### config.mk
export PLATFORM = sky130hd
export DESIGN_NAME = fixed_to_fir_pipe
export DESIGN_NICKNAME = d
export VERILOG_FILES = /design/src/rtl/fixed_to_fir_pipe.sv
export SDC_FILE = /design/constraint.sdc
export NUM_CORES = 1
export LEC_CHECK = 0
export ABC_AREA = 1
export CORE_MARGIN = 2
export CORE_UTILIZATION = 37
export DETAILED_ROUTE_END_ITERATION = 7
export PLACE_DENSITY = 0.69
export SLEW_MARGIN = 30
export SYNTH_ARGS = -nofsm -noshare
export SYNTH_HDL_FRONTEND = slang
export SYNTH_SLANG_ARGS = --single-unit
### constraint.sdc
create_clock -name clk_i -period 3.2 [get_ports clk_i]
set_clock_uncertainty 0.15 [all_clocks]
set_input_delay 0.64 -clock clk_i [delete_from_list [all_inputs] [get_ports clk_i]]
set_output_delay 0.64 -clock clk_i [all_outputs]
set_load 0.05 [all_outputs]
### src/rtl/fixed_to_fir_pipe.sv
// fixed_to_fir_pipe: two-stage valid/ready pipeline that converts Fx<FX_M,FX_B> fixed point
// into the FIR triple {sign, te, frac}, plus a zero flag and a sticky bit for later rounding.
module fixed_to_fir_pipe #(
  parameter int FX_B          = 16,
  parameter int FX_M          = 8,
  parameter int FIR_TE_SIZE   = 6,
  parameter int FIR_FRAC_SIZE = 8,
  parameter int SIGNED        = 1
) (
  input  logic                                   clk_i,
  input  logic                                   rst_i,
  input  logic                                   in_valid_i,
  output logic                                   in_ready_o,
  input  logic [FX_B-1:0]                        fixed_i,
  output logic                                   out_valid_o,
  input  logic                                   out_ready_i,
  output logic [FIR_TE_SIZE+FIR_FRAC_SIZE:0]     fir_o,
  output logic                                   zero_o,
  output logic                                   sticky_o
);

  localparam int LZ_W  = $clog2(FX_B + 1);
  localparam int EXT_W = FX_B + FIR_FRAC_SIZE;

  if ((FX_M - 1) > (2 ** (FIR_TE_SIZE - 1) - 1) ||
      (FX_B - FX_M) > (2 ** (FIR_TE_SIZE - 1))) begin : g_teRangeCheck
    $error("fixed_to_fir_pipe: FIR_TE_SIZE cannot hold the exponent range of Fx<FX_M,FX_B>");
  end

  function automatic logic [LZ_W-1:0] countLz(input logic [FX_B-1:0] value);
    logic found;
    countLz = LZ_W'(FX_B);
    found   = 1'b0;
    for (int i = FX_B - 1; i >= 0; i--) begin
      if (!found && value[i]) begin
        countLz = LZ_W'(FX_B - 1 - i);
        found   = 1'b1;
      end
    end
  endfunction

  logic                     w_adv;
  logic                     w_inSign;
  logic [FX_B-1:0]          w_inMag;

  logic                     r_s1Valid;
  logic                     r_s1Sign;
  logic                     r_s1Zero;
  logic [FX_B-1:0]          r_s1Mag;

  logic [LZ_W-1:0]          w_lz;
  logic [FX_B-1:0]          w_norm;
  logic [EXT_W-1:0]         w_ext;
  logic [FIR_FRAC_SIZE-1:0] w_frac;
  logic [FIR_TE_SIZE-1:0]   w_te;
  logic                     w_sticky;

  logic                     r_s2Valid;
  logic                     r_s2Sign;
  logic                     r_s2Zero;
  logic                     r_s2Sticky;
  logic [FIR_TE_SIZE-1:0]   r_s2Te;
  logic [FIR_FRAC_SIZE-1:0] r_s2Frac;

  // Both stages move together; a full output register that is not being taken freezes everything.
  assign w_adv      = !r_s2Valid || out_ready_i;
  assign in_ready_o = w_adv;

  assign w_inSign = (SIGNED != 0) && fixed_i[FX_B-1];
  assign w_inMag  = w_inSign ? (-fixed_i) : fixed_i;

  always_ff @(posedge clk_i or negedge rst_i) begin
    if (!rst_i) begin
      r_s1Valid <= 1'b0;
      r_s1Sign  <= 1'b0;
      r_s1Zero  <= 1'b0;
      r_s1Mag   <= '0;
    end else if (w_adv) begin
      r_s1Valid <= in_valid_i;
      if (in_valid_i) begin
        r_s1Sign <= w_inSign;
        r_s1Zero <= (fixed_i == '0);
        r_s1Mag  <= w_inMag;
      end
    end
  end

  // Padding norm with FIR_FRAC_SIZE zeros covers both FX_B >= and < FIR_FRAC_SIZE in one slice.
  assign w_lz     = countLz(r_s1Mag);
  assign w_norm   = r_s1Mag << w_lz;
  assign w_ext    = {w_norm, {FIR_FRAC_SIZE{1'b0}}};
  assign w_frac   = w_ext[EXT_W-1 -: FIR_FRAC_SIZE];
  assign w_sticky = |w_ext[FX_B-1:0];
  assign w_te     = FIR_TE_SIZE'(FX_M - 1) - FIR_TE_SIZE'(w_lz);

  always_ff @(posedge clk_i or negedge rst_i) begin
    if (!rst_i) begin
      r_s2Valid  <= 1'b0;
      r_s2Sign   <= 1'b0;
      r_s2Zero   <= 1'b0;
      r_s2Sticky <= 1'b0;
      r_s2Te     <= '0;
      r_s2Frac   <= '0;
    end else if (w_adv) begin
      r_s2Valid <= r_s1Valid;
      if (r_s1Valid) begin
        if (r_s1Zero) begin
          r_s2Sign   <= 1'b0;
          r_s2Zero   <= 1'b1;
          r_s2Sticky <= 1'b0;
          r_s2Te     <= '0;
          r_s2Frac   <= '0;
        end else begin
          r_s2Sign   <= r_s1Sign;
          r_s2Zero   <= 1'b0;
          r_s2Sticky <= w_sticky;
          r_s2Te     <= w_te;
          r_s2Frac   <= w_frac;
        end
      end
    end
  end

  assign out_valid_o = r_s2Valid;
  assign fir_o       = {r_s2Sign, r_s2Te, r_s2Frac};
  assign zero_o      = r_s2Zero;
  assign sticky_o    = r_s2Sticky;

  aHiddenBit: assert property (@(posedge clk_i) disable iff (!rst_i)
    (out_valid_o && !zero_o) |-> fir_o[FIR_FRAC_SIZE-1]);

  aStallStable: assert property (@(posedge clk_i) disable iff (!rst_i)
    (out_valid_o && !out_ready_i) |=>
      (out_valid_o && $stable(fir_o) && $stable(zero_o) && $stable(sticky_o)));

endmodule
==> flow_summary.json, run 1 <==
{
  "syn_avg_cell_area_um2": 7.25,
  "path_cells": "nor2_2 > nand2_1 > nor2_2 > nand4_2 > nor2_2 > nand4_2 > nor2_2 > nand4_4 > nand2_4 > o21ai_0 > nand3_1 > nand2_1 > nor2_1 > nand3_1 > nand2_1 > nand2_1",
  "hold_viol_final": 0,
  "core_mm2": 0.00676,
  "period_needed_ps": 2660,
  "cts_tree": "yes",
  "antenna_cells": 0,
  "row_count": 30,
  "max_freq_ghz": 0.376,
  "critPathSlowestCell": "dfrtp_1",
  "slew_viol_final": 0,
  "synth_xor_area_share_pct": 4.43,
  "cts_setup_buffers": 0,
  "wl_um": 5680,
  "holdBufCountCts": 0,
  "setup_viol": 0,
  "netlist_area_mm2": 0.00257,
  "grt_pass1_vias": 2194,
  "cts.path.max_buffers": 2,
  "hold_path_class": "reg2reg",
  "clkLatencyLatePin_ps": 290,
  "worstSetupPathType": "reg2reg",
  "synth.largest_area_cell": "dfrtp_1",
  "drc": 0,
  "fin_area_mm2": 0.00308,
  "die_h_um": 87.3,
  "synthToLayoutAreaGrowth_pct": 20.0,
  "wl_met3_um": 219,
  "grt_max_degree": 38,
  "synth_cells": 354,
  "finalNonFillerCells": 472,
  "crit_path_max_incr_delay_ps": 440,
  "comb_power_share_pct": 54.5,
  "port_buffers": 38,
  "p_int_uw": 1140,
  "clock-sinks": 37,
  "tightest_slew_ps": 494,
  "final_cell_mix": "87 x nand2_1, 45 x nand3_1, 37 x clkdlybuf4s50_1, 37 x dfrtp_1, 34 x inv_1",
  "synth_nets": 376,
  "synth_top_area_share_pct": 36.1,
  "antenna_left": 0,
  "synthAdderAreaFrac_pct": 0.975,
  "clockPowerShare_pct": 15.0,
  "htree_levels": 2,
  "die_area_mm2": 0.00762,
  "r2r_start": "r_s1Mag[14]",
  "antenna_found_initial": 0,
  "met1_length_um": 2770,
  "dp.cells": 464,
  "die_w_um": 87.3,
  "rsz0062_at_grt": "false",
  "grt-ovfl-total": 0,
  "ys_types": 39,
  "final_nets": 413,
  "cts_root_buffer": "clkbuf_8",
  "seq_area_frac_synth_pct": 36.1,
  "drt_iter0_drc": 159,
  "first_pass_iters": 4,
  "synthMuxAreaShare_pct": 0,
  "cts_resized": 0,
  "hpwl_um": 4470,
  "top_layer": "met4",
  "crit_path_end_kind": "flop",
  "floorplan.initialDensity_pct": 38.0,
  "timing.max_cap.violations": 0,
  "hp-start": "r_s2Frac[2]",
  "power.switching_uw": 1090,
  "met2_length_um": 2650,
  "synth_top_family_by_area": "simple AND/OR/NAND/NOR gates",
  "cp_max_fo": 21,
  "synth-compound-area-share_pct": 14.0,
  "synth.ff_latch_count": 37,
  "clkTransAtPathRegs_ps": 80,
  "ir_worst_vdd_mv": 0.179,
  "arrival_ps": 2700,
  "place.gp.congestion": 0.836,
  "avgViaCountPerCell": 5.09,
  "pwr_density_cell_mw_per_mm2": 726,
  "ioPinCount": 39,
  "critPathLaunch": "r_s1Mag[14]",
  "finalCritPeriodShare_pct": 83.2,
  "synth-simple-area-share_pct": 35.6,
  "grt_pass1_wl_um": 9870,
  "mostFrequentLayoutCell": "nand2_1",
  "placed_cell_area_mm2": 0.00299,
  "p_seq_share_pct": 30.5,
  "grt.total_usage_pct": 16.0,
  "fin_tns_setup_ps": 0,
  "worstSetupStartpointType": "flop",
  "drive_above_1_share_pct": 11.0,
  "path_delay_family": "simple AND/OR/NAND/NOR gates",
  "vias": 2402,
  "wl_per_cell_um": 12.0,
  "power.leakage_uw": 0.00144,
  "timing.critical_path.buf_inv": 0,
  "slew_headroom_pct": 67.0,
  "cts_made_buffers": 5,
  "yosysWarnings": 0,
  "cp.required_ps": 3240,
  "switching_share_pct": 48.9,
  "synth_area_leaders": "dfrtp_1 36%, nand2_1 13%, nand3_1 8.8%",
  "status": "complete, no violations"
}
## flip-flops by register name, indices dropped and copies added (netlist names)
signal / cells
r_s1Valid: 1
r_s2Sign: 1
r_s1Sign: 1
r_s2Frac: 8
r_s1Mag: 16
r_s2Te: 6
sticky_o: 1
out_valid_o: 1
zero_o: 1
r_s1Zero: 1
## cell families after synthesis
family,Yosys count
AO/OA/AOI/OAI,61
XOR/XNOR,13
adder cells (fa/ha/maj),2
buffers and inverters,50
flip-flops,37
AND/OR/NAND/NOR,191
## synth_stat cells (all sizes together)
cell type,count
o211ai,7
nand3,49
ha,2
dfrtp,37
nor2,35
a31oi,1
nand2,96
a22o,1
o21ai,38
clkinv,2
xor2,8
or3,1
a21oi,8
xnor2,5
nor4,2
inv,36
nand4,6
buf,6
o41ai,2
clkbuf,6
a41o,1
o31ai,2
nor3,2
o21bai,1
## routing by layer
layer  track usage, %  vias to the layer above
met5                0                        -
met4             3.78                        0
met3             3.41                        5
met2             26.4                       52
met1             21.3                     1105
li1                 -                     1240
## worst reg2reg max path: stages (launching register included)
cell and delay (ps):
dfrtp_1 440, nor2_2 170, nand2_1 100, nor2_2 100, nand4_2 100, nor2_2 130, nand4_2 110, nor2_2 170
nand4_4 180, nand2_4 260, o21ai_0 150, nand3_1 140, nand2_1 70, nor2_1 100, nand3_1 80, nand2_1 70
nand2_1 40
## final cells by class
| type | instances | area [µm²] |
|---|---|---|
| inverter | 38 | 145 |
| clock inverter | 3 | 21.3 |
| tap | 80 | 100 |
| fill | 717 | 3680 |
| clock buffer | 5 | 68.8 |
| multi-input combinational | 267 | 1410 |
| sequential | 37 | 926 |
| timing repair buffer | 42 | 408 |
## per-stage QoR
step	util (%)	hold WS [ps]	total power (µW)	setup WS, ps
final	45.6	330	2240	538
after global routing	45.6	348	2400	195
after CTS	45.6	335	2250	530
after detailed placement	44.3	316	1910	386
after global placement	44.3	295	1890	421
after floorplan	-	194	1600	937
## power groups by stage
stage	clock [µW]	combinational, µW	sequential (µW)
finish	336	1220	682
global route	362	1340	700
CTS	343	1220	683
detailed placement	0	1220	691
global placement	0	1200	688
floorplan	0	655	946
## final timing paths
kind / endpoint / slack, ps / cells after the start
max in group asynchronous: r_s1Mag[2] / 1960 / 2
min: r_s2Frac[2] / 330 / 2
max: sticky_o / 540 / 16
min reg2reg: r_s2Frac[2] / 330 / 2
max reg2reg: sticky_o / 540 / 16
min in group asynchronous: r_s2Frac[7] / 610 / 2
(Power assumes the default switching activity.)
==> run 2: changes to the inputs <==
clock period = 2.5 ns   (was 3.2 ns; I/O delays follow)
==> flow_summary.json, run 2 (synthesis gave the netlist of run 1 again) <==
{
  "cts.path.max_buffers": 2,
  "port_buffers": 38,
  "slew_headroom_pct": 66.5,
  "min_path_cells": 2,
  "holdBufCountCts": 0,
  "critPathSlowestCell": "dfrtp_1",
  "setup_viol": 7,
  "vias": 2580,
  "crit_path_max_incr_delay_ps": 420,
  "die_h_um": 87.3,
  "drc": 0,
  "clkLatencyLatePin_ps": 300,
  "core_mm2": 0.00676,
  "synthToLayoutAreaGrowth_pct": 36.8,
  "ir_worst_vdd_mv": 0.263,
  "final_cell_mix": "84 x nand2_1, 44 x buf_4, 37 x clkdlybuf4s50_1, 37 x dfrtp_1, 35 x nand3_1",
  "failed_checks": "setup timing",
  "top_register": "r_s1Mag",
  "crit_path_end_kind": "flop",
  "holdPathEnd": "r_s2Frac[0]",
  "floorplan.initialDensity_pct": 38.0,
  "antenna_left": 0,
  "clock-sinks": 37,
  "finalCritPeriodShare_pct": 103,
  "grt_pass1_wl_um": 10500,
  "timing.max_cap.violations": 0,
  "timing.critical_path.buf_inv": 3,
  "path_delay_family": "simple AND/OR/NAND/NOR gates",
  "hold_slack_ps": 329,
  "place.gp.congestion": 0.915,
  "fillers": 677,
  "mostFrequentLayoutCell": "nand2_1",
  "grt-ovfl-total": 0,
  "row_count": 30,
  "hpwl_um": 4760,
  "grt_max_degree": 38,
  "hold_path_class": "reg2reg",
  "worst-r2r-setup-slack_ps": -70,
  "ff2ff_path_depth": 17,
  "cp_max_fo": 18,
  "largest_reg_flops": 16,
  "max_freq_ghz": 0.389,
  "die_w_um": 87.3,
  "power.leakage_uw": 0.00167,
  "path_cells": "buf_4 > buf_4 > o21ai_0 > o211ai_1 > a21oi_1 > nand2_1 > nor2_4 > nand2_8 > buf_4 > nand2_2 > nand3_2 > nand3_1 > nand2_1 > nor2_2 > nand3_1 > nand2_1 > nand2_1",
  "ff_latch_area_um2": 926,
  "multi_input_area_mm2": 0.00151,
  "arrival_ps": 2620,
  "ioPinCount": 39,
  "hold_viol_final": 0,
  "avgViaCountPerCell": 5.02,
  "worstSetupStartpointType": "flop",
  "crit_path_frequent_cell": "nand2_1",
  "wl_per_cell_um": 12.1,
  "drive_above_1_share_pct": 23.5,
  "hp-start": "r_s2Frac[0]",
  "cp.required_ps": 2550,
  "clkTransAtPathRegs_ps": 80,
  "status": "complete, but fails checks",
  "final_nets": 455,
  "r2r_start": "r_s1Mag[14]",
  "slew_viol_final": 0,
  "worstSetupPathType": "reg2reg",
  "wl_um": 6240,
  "finalWorstSetupSlack_ps": -71.7,
  "period_needed_ps": 2570,
  "die_area_mm2": 0.00762,
  "cts_made_buffers": 5,
  "largest_registers": "r_s1Mag (16), r_s2Frac (8), r_s2Te (6)",
  "tightest_slew_ps": 501,
  "htree_levels": 2,
  "first_pass_iters": 4,
  "drt_iter0_drc": 97,
  "pwr_density_cell_mw_per_mm2": 887,
  "final_util_pct": 52.0,
  "worst_r2r_endpoint": "sticky_o",
  "grt_pass1_vias": 2298,
  "rsz0062_at_grt": "true",
  "cts_tree": "yes",
  "antenna_cells": 0,
  "antenna_found_initial": 0,
  "cts_root_buffer": "clkbuf_8",
  "grt.total_usage_pct": 17.0
}
[run 2: cell count changes in the layout (fill, tap and decap cells not counted), moves of 2 or more]
cell and delta:
nand3_2 +10, nor2_1 -3, buf_4 +39, nand2_1 -3, o21ai_0 -2, nor2_4 +4
nand3_1 -10, nand2_2 +3, buf_6 +2
[run 2: layer usage]
metal  part of all wire (%)  track usage (%)  up-vias
li1                       -                -     1328
met1                     47             22.3     1196
met2                     49             29.2       51
met3                    3.4             2.84        5
met4                   0.82             3.78        0
met5                      0                0        -
[run 2: layout make-up]
cell class | instances | share of cell area, %
Sequential cell | 37 | 26.4
Tap cell | 80 | 2.85
Clock buffer | 5 | 1.96
Multi-Input combinational cell | 267 | 42.9
Inverter | 38 | 4.13
Timing Repair Buffer | 84 | 21.2
Clock inverter | 3 | 0.605
[run 2: what timing repair did]
action / in CTS / in global routing
cloned: 0 / 0
endpoints found under the setup margin: 4 / 9
setup buffers: 8 / 5
gates resized for setup: 5 / 21
pin swaps: 2 / 8
[run 2: worst max-delay path by stage]
stage | cells past startpoint | start | slack [ps] | end
3_5_place_dp | 12 | fixed_i[0] | -170 | r_s1Mag[14]
5_1_grt | 19 | r_s1Mag[13] | -310 | sticky_o
3_3_place_gp | 12 | fixed_i[0] | -90 | r_s1Mag[14]
2_1_floorplan | 17 | r_s1Mag[13] | 240 | r_s2Frac[6]
6_report | 17 | r_s1Mag[14] | -70 | sticky_o
4_1_cts | 16 | r_s1Mag[12] | -40 | sticky_o
[run 2: worst min-delay path, delay by kind of cell (launching register included)]
kind / cells / cell delay (ps)
flops: 1 / 350
simple gates: 2 / 100
[run 2: per-stage QoR]
stage | cells | instance area (µm²) | setup slack, ps | setup TNS [ps] | power [µW]
after floorplan | 354 | 2570 | 237 | 0 | 2050
after global placement | 493 | 3220 | -93.0 | -116 | 2510
after detailed placement | 493 | 3220 | -165 | -302 | 2550
after CTS | 509 | 3390 | -42.8 | -48.6 | 3030
after global routing | 514 | 3510 | -314 | -1690 | 3340
final | 514 | 3510 | -71.7 | -242 | 3120
[run 2: power by group]
part	internal [µW]	switching (µW)	leakage, µW
combinational	675	1130	0.00117
sequential	750	127	0.000459
clock	198	238	0.0000445
total	1620	1490	0.00167
==> run 3: changes to the inputs <==
SLEW_MARGIN = unset   (was 30)
==> results of run 3 <==
No change in the layout: final DEF, timing and power equal those of run 2.
